===== src/rtl/wm_led_panel.sv =====
// rtl/wm_led_panel.sv - washing-machine front panel: debounce, programme selection, run/pause FSM, LED drive
module wm_led_panel #(
    parameter int N_STAGES       = 4,
    parameter int N_LEVELS       = 3,
    parameter int N_TEMPS        = 3,
    parameter int DEBOUNCE_CYC   = 250000,
    parameter int BLINK_HALF_CYC = 62500000
) (
    input  logic                clk,
    input  logic                reset,
    input  logic                btn_stage,
    input  logic                btn_level,
    input  logic                btn_temp,
    input  logic                btn_start,
    input  logic [N_STAGES-1:0] run_stage,
    input  logic                run_done,
    output logic [N_STAGES-1:0] red_led_stage,
    output logic                red_led_water_height,
    output logic                red_led_hot_cold,
    output logic [N_LEVELS-1:0] green_led_level,
    output logic [N_TEMPS-1:0]  green_led_temp,
    output logic [N_STAGES-1:0] sel_stage_mask,
    output logic                start_pulse,
    output logic                pause
);
    localparam int DB_W = $clog2(DEBOUNCE_CYC + 1);
    localparam int BL_W = $clog2(BLINK_HALF_CYC);
    localparam logic [DB_W-1:0] DB_MAX  = DB_W'(DEBOUNCE_CYC);
    localparam logic [DB_W-1:0] DB_LAST = DB_W'(DEBOUNCE_CYC - 1);
    localparam logic [BL_W-1:0] BL_LAST = BL_W'(BLINK_HALF_CYC - 1);

    typedef enum logic [1:0] {IDLE, RUN, PAUSE} state_t;

    // button index: 0 stage, 1 level, 2 temp, 3 start
    logic [3:0]      btn;
    logic [3:0]      press;
    logic [DB_W-1:0] db_cnt [4];

    assign btn = {btn_start, btn_temp, btn_level, btn_stage};

    always_ff @(posedge clk) begin
        for (int i = 0; i < 4; i++) begin
            if (reset) begin
                db_cnt[i] <= '0;
                press[i]  <= 1'b0;
            end else begin
                press[i] <= btn[i] && (db_cnt[i] == DB_LAST);
                if (!btn[i])
                    db_cnt[i] <= '0;
                else if (db_cnt[i] != DB_MAX)
                    db_cnt[i] <= db_cnt[i] + DB_W'(1);
            end
        end
    end

    state_t              state, nxt_state;
    logic [BL_W-1:0]     blink_cnt, nxt_blink_cnt;
    logic                phase, nxt_phase;
    logic [N_STAGES-1:0] nxt_mask;
    logic [N_LEVELS-1:0] nxt_level;
    logic [N_TEMPS-1:0]  nxt_temp;
    logic                nxt_start;
    logic [N_STAGES-1:0] nxt_red;
    logic                nxt_edit_led;

    always_comb begin
        nxt_state     = state;
        nxt_mask      = sel_stage_mask;
        nxt_level     = green_led_level;
        nxt_temp      = green_led_temp;
        nxt_start     = 1'b0;
        nxt_blink_cnt = blink_cnt + BL_W'(1);
        nxt_phase     = phase;
        if (blink_cnt == BL_LAST) begin
            nxt_blink_cnt = '0;
            nxt_phase     = ~phase;
        end
        case (state)
            IDLE: begin
                if (press[0])
                    nxt_mask = (sel_stage_mask == '1) ? N_STAGES'(1) : sel_stage_mask + N_STAGES'(1);
                if (press[1])
                    nxt_level = {green_led_level[N_LEVELS-2:0], green_led_level[N_LEVELS-1]};
                if (press[2])
                    nxt_temp = {green_led_temp[N_TEMPS-2:0], green_led_temp[N_TEMPS-1]};
                if (press[3]) begin
                    nxt_state     = RUN;
                    nxt_start     = 1'b1;
                    nxt_blink_cnt = '0;
                    nxt_phase     = 1'b1;
                end
            end
            RUN: begin
                if (run_done)      nxt_state = IDLE;
                else if (press[3]) nxt_state = PAUSE;
            end
            PAUSE: begin
                if (run_done)      nxt_state = IDLE;
                else if (press[3]) nxt_state = RUN;
            end
            default: nxt_state = IDLE;
        endcase

        // LEDs are derived from next-cycle values so every output lands on the same edge
        nxt_red      = nxt_mask;
        nxt_edit_led = 1'b1;
        if (nxt_state == RUN) begin
            nxt_red      = (nxt_mask & ~run_stage) | (run_stage & {N_STAGES{nxt_phase}});
            nxt_edit_led = 1'b0;
        end else if (nxt_state == PAUSE) begin
            nxt_red      = nxt_mask | run_stage;
            nxt_edit_led = 1'b0;
        end
    end

    always_ff @(posedge clk) begin
        if (reset) begin
            state                <= IDLE;
            blink_cnt            <= '0;
            phase                <= 1'b0;
            sel_stage_mask       <= '1;
            green_led_level      <= N_LEVELS'(1);
            green_led_temp       <= N_TEMPS'(1);
            start_pulse          <= 1'b0;
            pause                <= 1'b0;
            red_led_stage        <= '1;
            red_led_water_height <= 1'b1;
            red_led_hot_cold     <= 1'b1;
        end else begin
            state                <= nxt_state;
            blink_cnt            <= nxt_blink_cnt;
            phase                <= nxt_phase;
            sel_stage_mask       <= nxt_mask;
            green_led_level      <= nxt_level;
            green_led_temp       <= nxt_temp;
            start_pulse          <= nxt_start;
            pause                <= (nxt_state == PAUSE);
            red_led_stage        <= nxt_red;
            red_led_water_height <= nxt_edit_led;
            red_led_hot_cold     <= nxt_edit_led;
        end
    end
endmodule

===== config.mk =====
export PLATFORM = sky130hd
export DESIGN_NAME = wm_led_panel
export DESIGN_NICKNAME = d
export VERILOG_FILES = /design/src/rtl/wm_led_panel.sv
export SDC_FILE = /design/constraint.sdc
export NUM_CORES = 1
export LEC_CHECK = 0
export BUFFER_PORTS_ARGS = -buffer_cell sky130_fd_sc_hd__buf_4
export CAP_MARGIN = 20
export CORE_ASPECT_RATIO = 1.2
export CORE_UTILIZATION = 55
export CTS_CLUSTER_DIAMETER = 150
export DETAILED_ROUTE_END_ITERATION = 7
export GPL_TIMING_DRIVEN = 0
export HOLD_SLACK_MARGIN = 0.06
export PLACE_DENSITY_LB_ADDON = 0.3
export SYNTH_ARGS = -nofsm -noshare
export SYNTH_HDL_FRONTEND = slang
export SYNTH_SLANG_ARGS = --single-unit

===== constraint.sdc =====
create_clock -name clk -period 3.16 [get_ports clk]
set_clock_uncertainty 0.05 [all_clocks]
set_input_delay 0.158 -clock clk [delete_from_list [all_inputs] [get_ports clk]]
set_output_delay 0.158 -clock clk [all_outputs]
set_load 0.02 [all_outputs]

==> out/qor.yml <==
floorplan:
  rows: 42
  ios: 29
  start_util_pct: 56.8
  dieArea_mm2: 0.0119
  core_mm2: 0.0111
  dieWidth_um: 99.7
  dieHeight_um: 119
finish:
  layout-drive-gt1-share_pct: 12.8
  fin_area_mm2: 0.00738
  instances_no_fill: 850
  area_delta_synth_final_pct: 17.2
  nets: 706
  antenna_cells: 0
clock_tree:
  cts_num_sinks: 122
  cts_root_buf: "clkbuf_16"
  cts_setup_buffers: 0
  insertion_delay_ps: 420
  path_clk_slew_ps: 50
  h-tree-depth: 4
  cts_buffers: 17
  cts_tree: "yes"
  clockBufferDepth: 2
sta:
  worst_pin_slew_ps: 829
  finalWorstSetupSlack_ps: 323
  maxSlewHeadroom_pct: 44.7
  hold_viol: 0
  setup_tns_ps: 0
  period_share_pct: 89.8
  fmax_mhz: 353
  rsz0062_at_grt: "no"
  maxSlewViolCount: 0
  period_needed_ps: 2840
  setup_viol: 0
critical_path:
  path_max_fanout: 18
  r2r_cells: 4
  required_ps: 3100
  timing.rr.start: "db_cnt[3][10]$_SDFFCE_PN0P_"
  r2r_slack_ps: 320
  end_kind: "flop"
  path_class: "flop to flop"
  startpoint_type: "flop"
  cp.arrival_ps: 2780
  timing.rr.end: "db_cnt[3][1]$_SDFFCE_PN0P_"
min_path:
  hold_depth: 3
  hp-class: "primary input to flop"
  min_to: "press[3]$_SDFF_PP0_"
  holdCritStartpoint: "btn_start"
route:
  drc: 0
  ant_nets: 0
  wl_met1_um: 5340
  dr.first_iter.drc_count: 295
  wl_per_cell_um: 14.8
  routed_wl_um: 12600
  route.met2.wl_um: 6650
  drt-pass1-iter-count: 5
  vias: 4919
  dr_wl_met3_um: 473
  routed.top_layer: "met4"
  avgViaCountPerCell: 5.79
logic_synthesis:
  synth_seq_cells: 122
  synthTopCellsByCount: "nor2_1, edfxtp_1, dfxtp_1, nand3_1, a21oi_1"
  netlist_instances: 631
  netlist_area_mm2: 0.00629
  yosysMostFrequentCell: "nor2_1"
  syn_nets: 654
  ys.flop_type: "edfxtp_1"
  synth_cell_type_count: 54
  synth.area.top_cells: "edfxtp_1, dfxtp_1, xnor2_1, nor2_1, nand3_1"
  synth_largest_area_cell: "edfxtp_1"
  yosys.area.top_type_share_pct: 34.3
  avgSynthCellArea_um2: 9.98
  async_flop_share_pct: 0
  synth-seq-area-share_pct: 50.2
  yosys_warnings: 0
  synth_edf_count: 72
flow_run:
  cap_viol_max_count: 0
power_and_ir_drop:
  p_per_area_mw_per_mm2: 511
  total_power_mw: 3.77
  peakVddDrop_mv: 0.338
  power.leakage_nw: 2.46
grt:
  grt_pass1_vias: 4871
  grt_max_degree: 19
  grt_use_total_pct: 23.0
  grt_pass1_wl_um: 21700
  overflow: 0
  antenna_found_initial: 0
placement:
  hpwl_um: 8810
  placed_cell_area_mm2: 0.00669
  place.port_buffers: 27
  dp.cells: 812
  place_ws_ps: 143
  place_congestion: 0.827
status:
  status: "finished, final reports clean"
[worst max-delay path: stages, from the launching register on]
cell      delay (ps)
edfxtp_1         460
or4b_2           680
or4_4            460
nor3b_1          260
nand2b_1         490
[metrics by stage]
step	utilization (%)	hold slack (ps)
2_1_floorplan	-	243
3_3_place_gp	60.3	361
3_5_place_dp	60.3	360
4_1_cts	66.5	112
5_1_grt	66.5	127
6_report	66.5	121
[flip-flops by register name, summed over array words and instances, names as in the netlist]
| signal | cells |
|---|---|
| blink_cnt | 26 |
| db_cnt | 72 |
| green_led_level | 3 |
| green_led_temp | 3 |
| pause | 1 |
| phase | 1 |
| press | 4 |
| red_led_hot_cold | 1 |
| red_led_stage | 4 |
| sel_stage_mask | 4 |
| start_pulse | 1 |
| state | 2 |
[cell type report]
class	instances	area (µm²)
Fill cell	827	3710
Clock inverter	14	170
Tap cell	154	193
Timing Repair Buffer	33	263
Buffer	18	108
Inverter	29	109
Multi-Input combinational cell	462	2920
Sequential cell	122	3160
Clock buffer	18	450
[layout by cell type, fill, tap and decap left out, types with 16 or more instances in the layout]
cell type,n
nor2_1,78
edfxtp_1,72
dfxtp_1,50
nand3_1,41
a21oi_1,35
xnor2_1,34
nand2_1,30
inv_1,29
buf_4,29
nand4_1,26
xor2_1,23
or3_1,19
o21ai_0,19
clkbuf_16,18
or4_1,16
[per-layer routing]
metal  global-route usage (%)  vias up
met5                        0        -
met4                     9.83        0
met3                     5.52       16
met2                     40.1      100
met1                     26.5     2355
li1                         -     2448
[power by group]
part / total, mW / internal [mW] / switching (mW) / leakage (nW)
Clock: 2.01 / 1.29 / 0.724 / 0.297
Sequential: 1.68 / 1.68 / 0.00922 / 1.29
Combinational: 0.0747 / 0.0309 / 0.0438 / 0.879
[logic make-up (layout without fill, tap and decap cells)]
group	Yosys count	in the layout	synth area share [%]
AND/OR/NAND/NOR	302	302	26.7
flip-flops	122	122	50.2
AO/OA/AOI/OAI	91	91	9.26
XOR/XNOR	57	57	7.93
buffers and inverters	47	112	3.44
adder cells (fa/ha/maj)	12	12	2.39
[how the worst max path moves through the flow]
stage	start	end	depth (start not counted)
6_report	db_cnt[3][10]$_SDFFCE_PN0P_	db_cnt[3][1]$_SDFFCE_PN0P_	4
5_1_grt	db_cnt[3][10]$_SDFFCE_PN0P_	db_cnt[3][11]$_SDFFCE_PN0P_	4
4_1_cts	db_cnt[0][13]$_SDFFCE_PN0P_	db_cnt[0][4]$_SDFFCE_PN0P_	4
3_5_place_dp	db_cnt[0][13]$_SDFFCE_PN0P_	db_cnt[0][16]$_SDFFCE_PN0P_	4
3_3_place_gp	db_cnt[0][13]$_SDFFCE_PN0P_	db_cnt[0][7]$_SDFFCE_PN0P_	4
2_1_floorplan	db_cnt[0][13]$_SDFFCE_PN0P_	db_cnt[0][0]$_SDFFCE_PN0P_	4
[what timing repair did]
item                                   in CTS  in global routing
endpoints found under the hold margin       6                  0
hold buffers                                6                  0
resized for setup                           0                  1
setup endpoints to repair                   0                 18
No activity file was read; power rests on OpenSTA's default activity.
